--- src/rtl/wbq_pkg.sv ---
// Shared types for the register writeback queue: default widths and the queued entry layout.
package wbq_pkg;

  localparam int DATA_W = 32;
  localparam int ADDR_W = 4;

  typedef struct packed {
    logic [ADDR_W-1:0] regNum;
    logic [DATA_W-1:0] data;
  } wbq_entry_t;

endpackage

--- src/rtl/wbq_fwd_match.sv ---
// Youngest-match search over the occupied slots of the writeback queue for one operand lookup.
module wbq_fwd_match
  import wbq_pkg::*;
#(
  parameter int DEPTH = 4,
  localparam int PW = $clog2(DEPTH),
  localparam int CW = PW + 1
) (
  input  wbq_entry_t        entries [DEPTH],
  input  logic [PW-1:0]     rdPtr,
  input  logic [CW-1:0]     count,
  input  logic [ADDR_W-1:0] lookupReg,
  output logic              hit,
  output logic [DATA_W-1:0] data
);

  logic [PW-1:0] idx;

  // Walk oldest to youngest so a later match overwrites an earlier one.
  always_comb begin
    hit  = 1'b0;
    data = '0;
    idx  = '0;
    for (int unsigned i = 0; i < DEPTH; i++) begin
      idx = rdPtr + PW'(i);
      if ((CW'(i) < count) && (entries[idx].regNum == lookupReg)) begin
        hit  = 1'b1;
        data = entries[idx].data;
      end
    end
  end

endmodule

--- src/rtl/reg_writeback_queue.sv ---
// In-order writeback FIFO feeding the register file write port from memory and ALU producers.
// Optional operand forwarding from pending entries is enabled by defining WBQ_FORWARD_EN.
module reg_writeback_queue #(
  parameter int DATA_W = wbq_pkg::DATA_W,
  parameter int ADDR_W = wbq_pkg::ADDR_W,
  parameter int DEPTH  = 4
) (
  input  logic                     clk,
  input  logic                     reset,
  input  logic                     mem_valid,
  output logic                     mem_ready,
  input  logic [ADDR_W-1:0]        mem_reg,
  input  logic [DATA_W-1:0]        mem_data,
  input  logic                     alu_valid,
  output logic                     alu_ready,
  input  logic [ADDR_W-1:0]        alu_reg,
  input  logic [DATA_W-1:0]        alu_data,
  output logic                     regWrite,
  output logic [ADDR_W-1:0]        writeReg,
  output logic [DATA_W-1:0]        writeData,
  input  logic [ADDR_W-1:0]        fwd_reg1,
  output logic                     fwd_hit1,
  output logic [DATA_W-1:0]        fwd_data1,
  input  logic [ADDR_W-1:0]        fwd_reg2,
  output logic                     fwd_hit2,
  output logic [DATA_W-1:0]        fwd_data2,
  output logic [$clog2(DEPTH):0]   count
);

  import wbq_pkg::*;

  localparam int PW = $clog2(DEPTH);
  localparam int CW = PW + 1;

  if ((DATA_W != wbq_pkg::DATA_W) || (ADDR_W != wbq_pkg::ADDR_W)) begin : gBadWidth
    $error("reg_writeback_queue: DATA_W/ADDR_W must match wbq_pkg entry layout");
  end
  if ((DEPTH < 2) || ((1 << PW) != DEPTH)) begin : gBadDepth
    $error("reg_writeback_queue: DEPTH must be a power of two >= 2");
  end

  wbq_entry_t    entries [DEPTH];
  wbq_entry_t    head;
  logic [PW-1:0] wrPtr;
  logic [PW-1:0] rdPtr;
  logic [CW-1:0] countQ;
  logic [CW-1:0] free;
  logic          memPush;
  logic          aluPush;
  logic          pop;

  // Readiness uses only the registered occupancy; the pop happening this edge is not credited.
  assign free      = CW'(DEPTH) - countQ;
  assign mem_ready = (free >= CW'(1));
  assign alu_ready = (free >= (CW'(1) + CW'(mem_valid)));
  assign memPush   = mem_valid && mem_ready;
  assign aluPush   = alu_valid && alu_ready;
  assign pop       = (countQ != '0);
  assign count     = countQ;

  assign head      = entries[rdPtr];
  assign regWrite  = pop;
  assign writeReg  = pop ? head.regNum : '0;
  assign writeData = pop ? head.data   : '0;

  // Mem entry is the older of a same-edge pair, so it takes the lower slot.
  always_ff @(posedge clk) begin
    if (memPush) begin
      entries[wrPtr] <= '{regNum: mem_reg, data: mem_data};
    end
    if (aluPush) begin
      entries[wrPtr + PW'(memPush)] <= '{regNum: alu_reg, data: alu_data};
    end
  end

  always_ff @(posedge clk) begin
    if (reset) begin
      wrPtr  <= '0;
      rdPtr  <= '0;
      countQ <= '0;
    end else begin
      wrPtr  <= wrPtr + PW'(memPush) + PW'(aluPush);
      rdPtr  <= rdPtr + PW'(pop);
      countQ <= countQ + CW'(memPush) + CW'(aluPush) - CW'(pop);
    end
  end

`ifdef WBQ_FORWARD_EN
  wbq_fwd_match #(.DEPTH(DEPTH)) uFwd1 (
    .entries  (entries),
    .rdPtr    (rdPtr),
    .count    (countQ),
    .lookupReg(fwd_reg1),
    .hit      (fwd_hit1),
    .data     (fwd_data1)
  );

  wbq_fwd_match #(.DEPTH(DEPTH)) uFwd2 (
    .entries  (entries),
    .rdPtr    (rdPtr),
    .count    (countQ),
    .lookupReg(fwd_reg2),
    .hit      (fwd_hit2),
    .data     (fwd_data2)
  );
`else
  logic unusedFwdReg;
  assign unusedFwdReg = ^{fwd_reg1, fwd_reg2};
  assign fwd_hit1  = 1'b0;
  assign fwd_data1 = '0;
  assign fwd_hit2  = 1'b0;
  assign fwd_data2 = '0;
`endif

endmodule

--- config.mk ---
export PLATFORM = sky130hd
export DESIGN_NAME = reg_writeback_queue
export DESIGN_NICKNAME = d
export VERILOG_FILES = /design/src/rtl/wbq_pkg.sv /design/src/rtl/wbq_fwd_match.sv /design/src/rtl/reg_writeback_queue.sv
export SDC_FILE = /design/constraint.sdc
export NUM_CORES = 1
export LEC_CHECK = 0
export BUFFER_PORTS_ARGS = -buffer_cell sky130_fd_sc_hd__buf_2
export CAP_MARGIN = 20
export CORE_MARGIN = 5
export CORE_UTILIZATION = 45
export DETAILED_ROUTE_END_ITERATION = 6
export MAX_ROUTING_LAYER = met4
export PLACE_DENSITY = 0.65
export SYNTH_ARGS = -nofsm -noshare
export SYNTH_HDL_FRONTEND = slang
export SYNTH_HIERARCHICAL = 1
export SYNTH_SLANG_ARGS = --single-unit
--- constraint.sdc ---
create_clock -name clk -period 11.2 [get_ports clk]
set_input_delay 1.68 -clock clk [delete_from_list [all_inputs] [get_ports clk]]
set_output_delay 1.68 -clock clk [all_outputs]
set_load 0.02 [all_outputs]
Word level (Yosys, flattened, before mapping)
Memories as Yosys holds them, arrays and structs flattened. A register that Yosys moved wholly into a read port is not among the register bits. Index checks and enable logic that the tools add are counted.

Flip-flop bits (word level): 7. RAM bits: 144. Bits of input ports: 84. Output and inout port bits: 108. Word-level logic and storage cells: 24. Memories: 1.

Memory list: entries (words 4, width 36, rd ports 1, clocked after Yosys merged registers in 1, wr ports 2, RTL line reg_writeback_queue.sv:42) `wbq_entry_t entries [DEPTH];`.

$add $sub $neg: 8. $lt $le $gt $ge: 2. Multiplexer cells: 7. Reductions and logical operators: 3.

Operators with widths (count): 2-to-1 mux 32 bit (1); adder 2 x 1 -> 2 bit (3); adder 3 x 1 -> 3 bit (2); 2-to-1 mux 1 bit (4); 2-to-1 mux 4 bit (1); greater-or-equal comparator 3 x 1 -> 1 bit, second input constant (1); greater-or-equal comparator 3 x 2 -> 1 bit (1); nonzero test 3 bit (1); subtractor 3 x 1 -> 3 bit (1); subtractor 3 bit, first input constant (1); adder 1 x 1 -> 2 bit, first input constant (1); logical AND 1 bit (2); 2-to-1 mux 2 bit (1).

Depth between registers and ports, before layout
Depth after elaboration: 6. Mapped depth: 13. Mapped depth without buffers: 11.

Least setup slack after synthesis
Ideal clock, no wire load.

Kind: register to register. From: reg countQ[0], in the netlist count[0]. To: mem entries[0][0] (netlist bit) (enable). Library setup time: 0.486 ns. Arrival time: 5.251 ns. Required time: 10.714 ns. Path slack: 5.463 ns. Stages on the path, launching flop included: 10. Path buffers: 1. Period minus slack after synthesis: 5.737 ns. Cell sequence: dfxtp_1 inv_1 ha_1 ha_1 or4b_2 nand2_1 inv_1 ha_1 clkbuf_1 o32ai_1.

RTL lines: start: declaration (RTL line reg_writeback_queue.sv:46) `logic [CW-1:0] countQ;`; start signal: assignment (RTL line reg_writeback_queue.sv:84) `countQ <= countQ + CW'(memPush) + CW'(aluPush) - CW'(pop);`; end: declaration (RTL line reg_writeback_queue.sv:42).

Worst setup path in the final report
From: reg countQ[0], in the netlist count[0]. To: out writeReg[1].

Cells in the longest elaborated chain, start to end: 2.

Ends and longest elaborated chain: nonzero test 3 bit (RTL line reg_writeback_queue.sv:58) `assign pop = (countQ != '0);`; 2-to-1 mux 4 bit (RTL line reg_writeback_queue.sv:63) `assign writeReg = pop ? head.regNum : '0;`; end: declaration (RTL line reg_writeback_queue.sv:19) `output logic [ADDR_W-1:0] writeReg,`.

Every way passes these cells.

==> reports/results.ini <==
[worst_setup_path]
cp-start-kind = flip-flop
critPathLaunch = count[0]
worstPathArrival_ns = 2.63
required_ns = 9.52
crit_path_max_fanout = 20
r2r_start = count[0]
critPathKind = flip-flop to output pin
cp-end-kind = output pin

[floorplan]
die_h_um = 148
start_util_pct = 45.6
rows = 50
die_w_um = 148
core_sq_um = 18700
dieArea_sq_um = 21800
ios = 192

[status]
status = finished, final reports clean

[synth]
syn_avg_cell_area_sq_um = 16.4
synthesis.area_sq_um = 8520
synth_edf_count = 144
syn_inst = 519
synth.distinct_cells = 33
ys_ff_latch = 151
ys_seq_area_share_pct = 52.4
async_flop_share_pct = 0
yosys_most_used_dff = edfxtp_1
synth_warnings = 6

[clock_network]
cts_tree = yes
cts.repair.resized = 0
post_cts.repair.setup_buffers = 0
clk_pin_slew_ns = 0.06
cts_max_path_buffers = 2
clkSinkCount = 151
cts_max_level = 4
cts_buffers = 17
worstSkewPairLatency_ns = 0.42
cts_root_buf = clkbuf_16
postCtsHoldBufs = 0

[pwr]
power.total_w = 0.00300
p_per_area_nw_per_um2 = 311
leakage_nw = 3.80
peakVddDrop_mv = 0.262

[routing]
vias = 4582
drtIter0Drc = 226
vias_per_cell = 5.18
ant_nets = 0
drcViolationCount = 0
wl_um = 18300
wl_per_cell_um = 20.8
first_pass_iters = 6

[global_routing]
grt_usage_pct = 17.6
grt_pass1_wl_um = 28000
grt_max_degree = 38
antenna_found_initial = 3
overflow = 0
grt_pass1_vias = 4908

[sta]
timing.fmax_mhz = 232
timing.final.ws_setup_ns = 6.89
fin_worst_hold_slack_ns = 0.655
worst_pin_slew_ns = 1.11
drv_slew = 0
fin_setup_tns_ns = 0
relSlewSlack_pct = 26.0
rsz0062_at_grt = false
setup_viol = 0
period_needed_ns = 4.31
period_share_pct = 38.5
clock_skew_ns = 0.0131
hold_viol = 0

[finish]
fill_cells = 1582
drive_above_1_share_pct = 53.7
nets = 728
mostFrequentLayoutCells = edfxtp_1 (144), buf_2 (117), mux2_2 (84)
layout_commonest_cell = edfxtp_1
syn_to_final_growth_pct = 13.2

[place]
io_buffers = 117
place_ws_ns = 6.78
hpwl_um = 11200
place.gp.congestion = 0.740

[hold_path]
hold_path_startpoint = count[2]
hold_path.class = flip-flop to flip-flop

[flow_run]
maxCapViolCount = 0

stage by stage:
stage | instances | utilization (%) | instance area, sq um
after floorplan | 584 | - | 8770
after global placement | 847 | 48.3 | 9030
after detailed placement | 847 | 48.3 | 9030
after CTS | 879 | 51.4 | 9620
after global routing | 883 | 51.6 | 9650
final | 884 | 51.6 | 9650
synthesized netlist by cell type (3+ instances only):
cell	instances	share of area, %
edfxtp_1	144	51
mux2_2	84	11
buf_4	69	6.1
mux2_4	60	11
and2_1	37	2.7
mux4_2	36	9.5
inv_1	10	0.44
buf_2	9	0.53
ha_1	9	1.3
clkbuf_1	7	0.31
dfxtp_1	7	1.6
buf_12	6	1.4
xnor2_1	5	0.51
nand2_1	4	0.18
nor2_1	4	0.18
nor2b_1	3	0.22
critical path, stage by stage, from the launching register on:
cell     delay [ns]
dfxtp_1        0.37
inv_1          0.11
ha_1           0.21
ha_1           0.18
inv_1          0.52
buf_4          0.38
and2_1         0.24
buf_2          0.19
layer usage:
layer	vias to the layer above	global-route usage (%)	wire [um]
met1	2321	21.6	7640
met5	-	-	0
met2	169	29.3	9250
met3	14	4.54	1290
met4	0	4.43	161
li1	2078	-	-
state kept, by name (all words and copies together), names as in the netlist:
| name | flops |
|---|---|
| entries | 144 |
| rdPtr | 2 |
| wrPtr | 2 |
| count | 3 |
power breakdown:
| group | leakage, nW | switching [W] | internal, W |
|---|---|---|---|
| clock network | 0.283 | 0.000223 | 0.000348 |
| registers | 1.40 | 0.0000958 | 0.000935 |
| logic | 2.12 | 0.000763 | 0.000632 |
cell type report:
type                       count  area, sq um  share of cell area (%)
antenna                        4         10.0                   0.104
clock buffer                  18          429                    4.45
clock inverter                14          158                    1.63
inverter                      11         43.8                   0.454
multi-input combinational    326         3580                    37.1
sequential                   151         4470                    46.3
tap                          234          293                    3.03
timing repair buffer         126          666                    6.90
final timing paths:
kind / end / slack, ns / cells after the start
max reg2reg: entries[2][27] / 7.05 / 10
max: writeReg[1] / 6.89 / 7
min reg2reg: count[2] / 0.66 / 3
min: count[2] / 0.66 / 3
cells by family (layout without fill, tap and decap cells):
family / after synthesis / in the layout / share of synthesized area, %
multiplexers: 180 / 180 / 31.2
other: 1 / 70 / 0.0440
AND/OR/NAND/NOR: 55 / 55 / 3.85
adder cells (fa/ha/maj): 11 / 11 / 1.79
flip-flops: 151 / 151 / 52.4
XOR/XNOR: 6 / 6 / 0.617
buffers and inverters: 107 / 169 / 9.26
AO/OA/AOI/OAI: 8 / 8 / 0.866
Note: power is estimated with default switching activity, not from simulation.
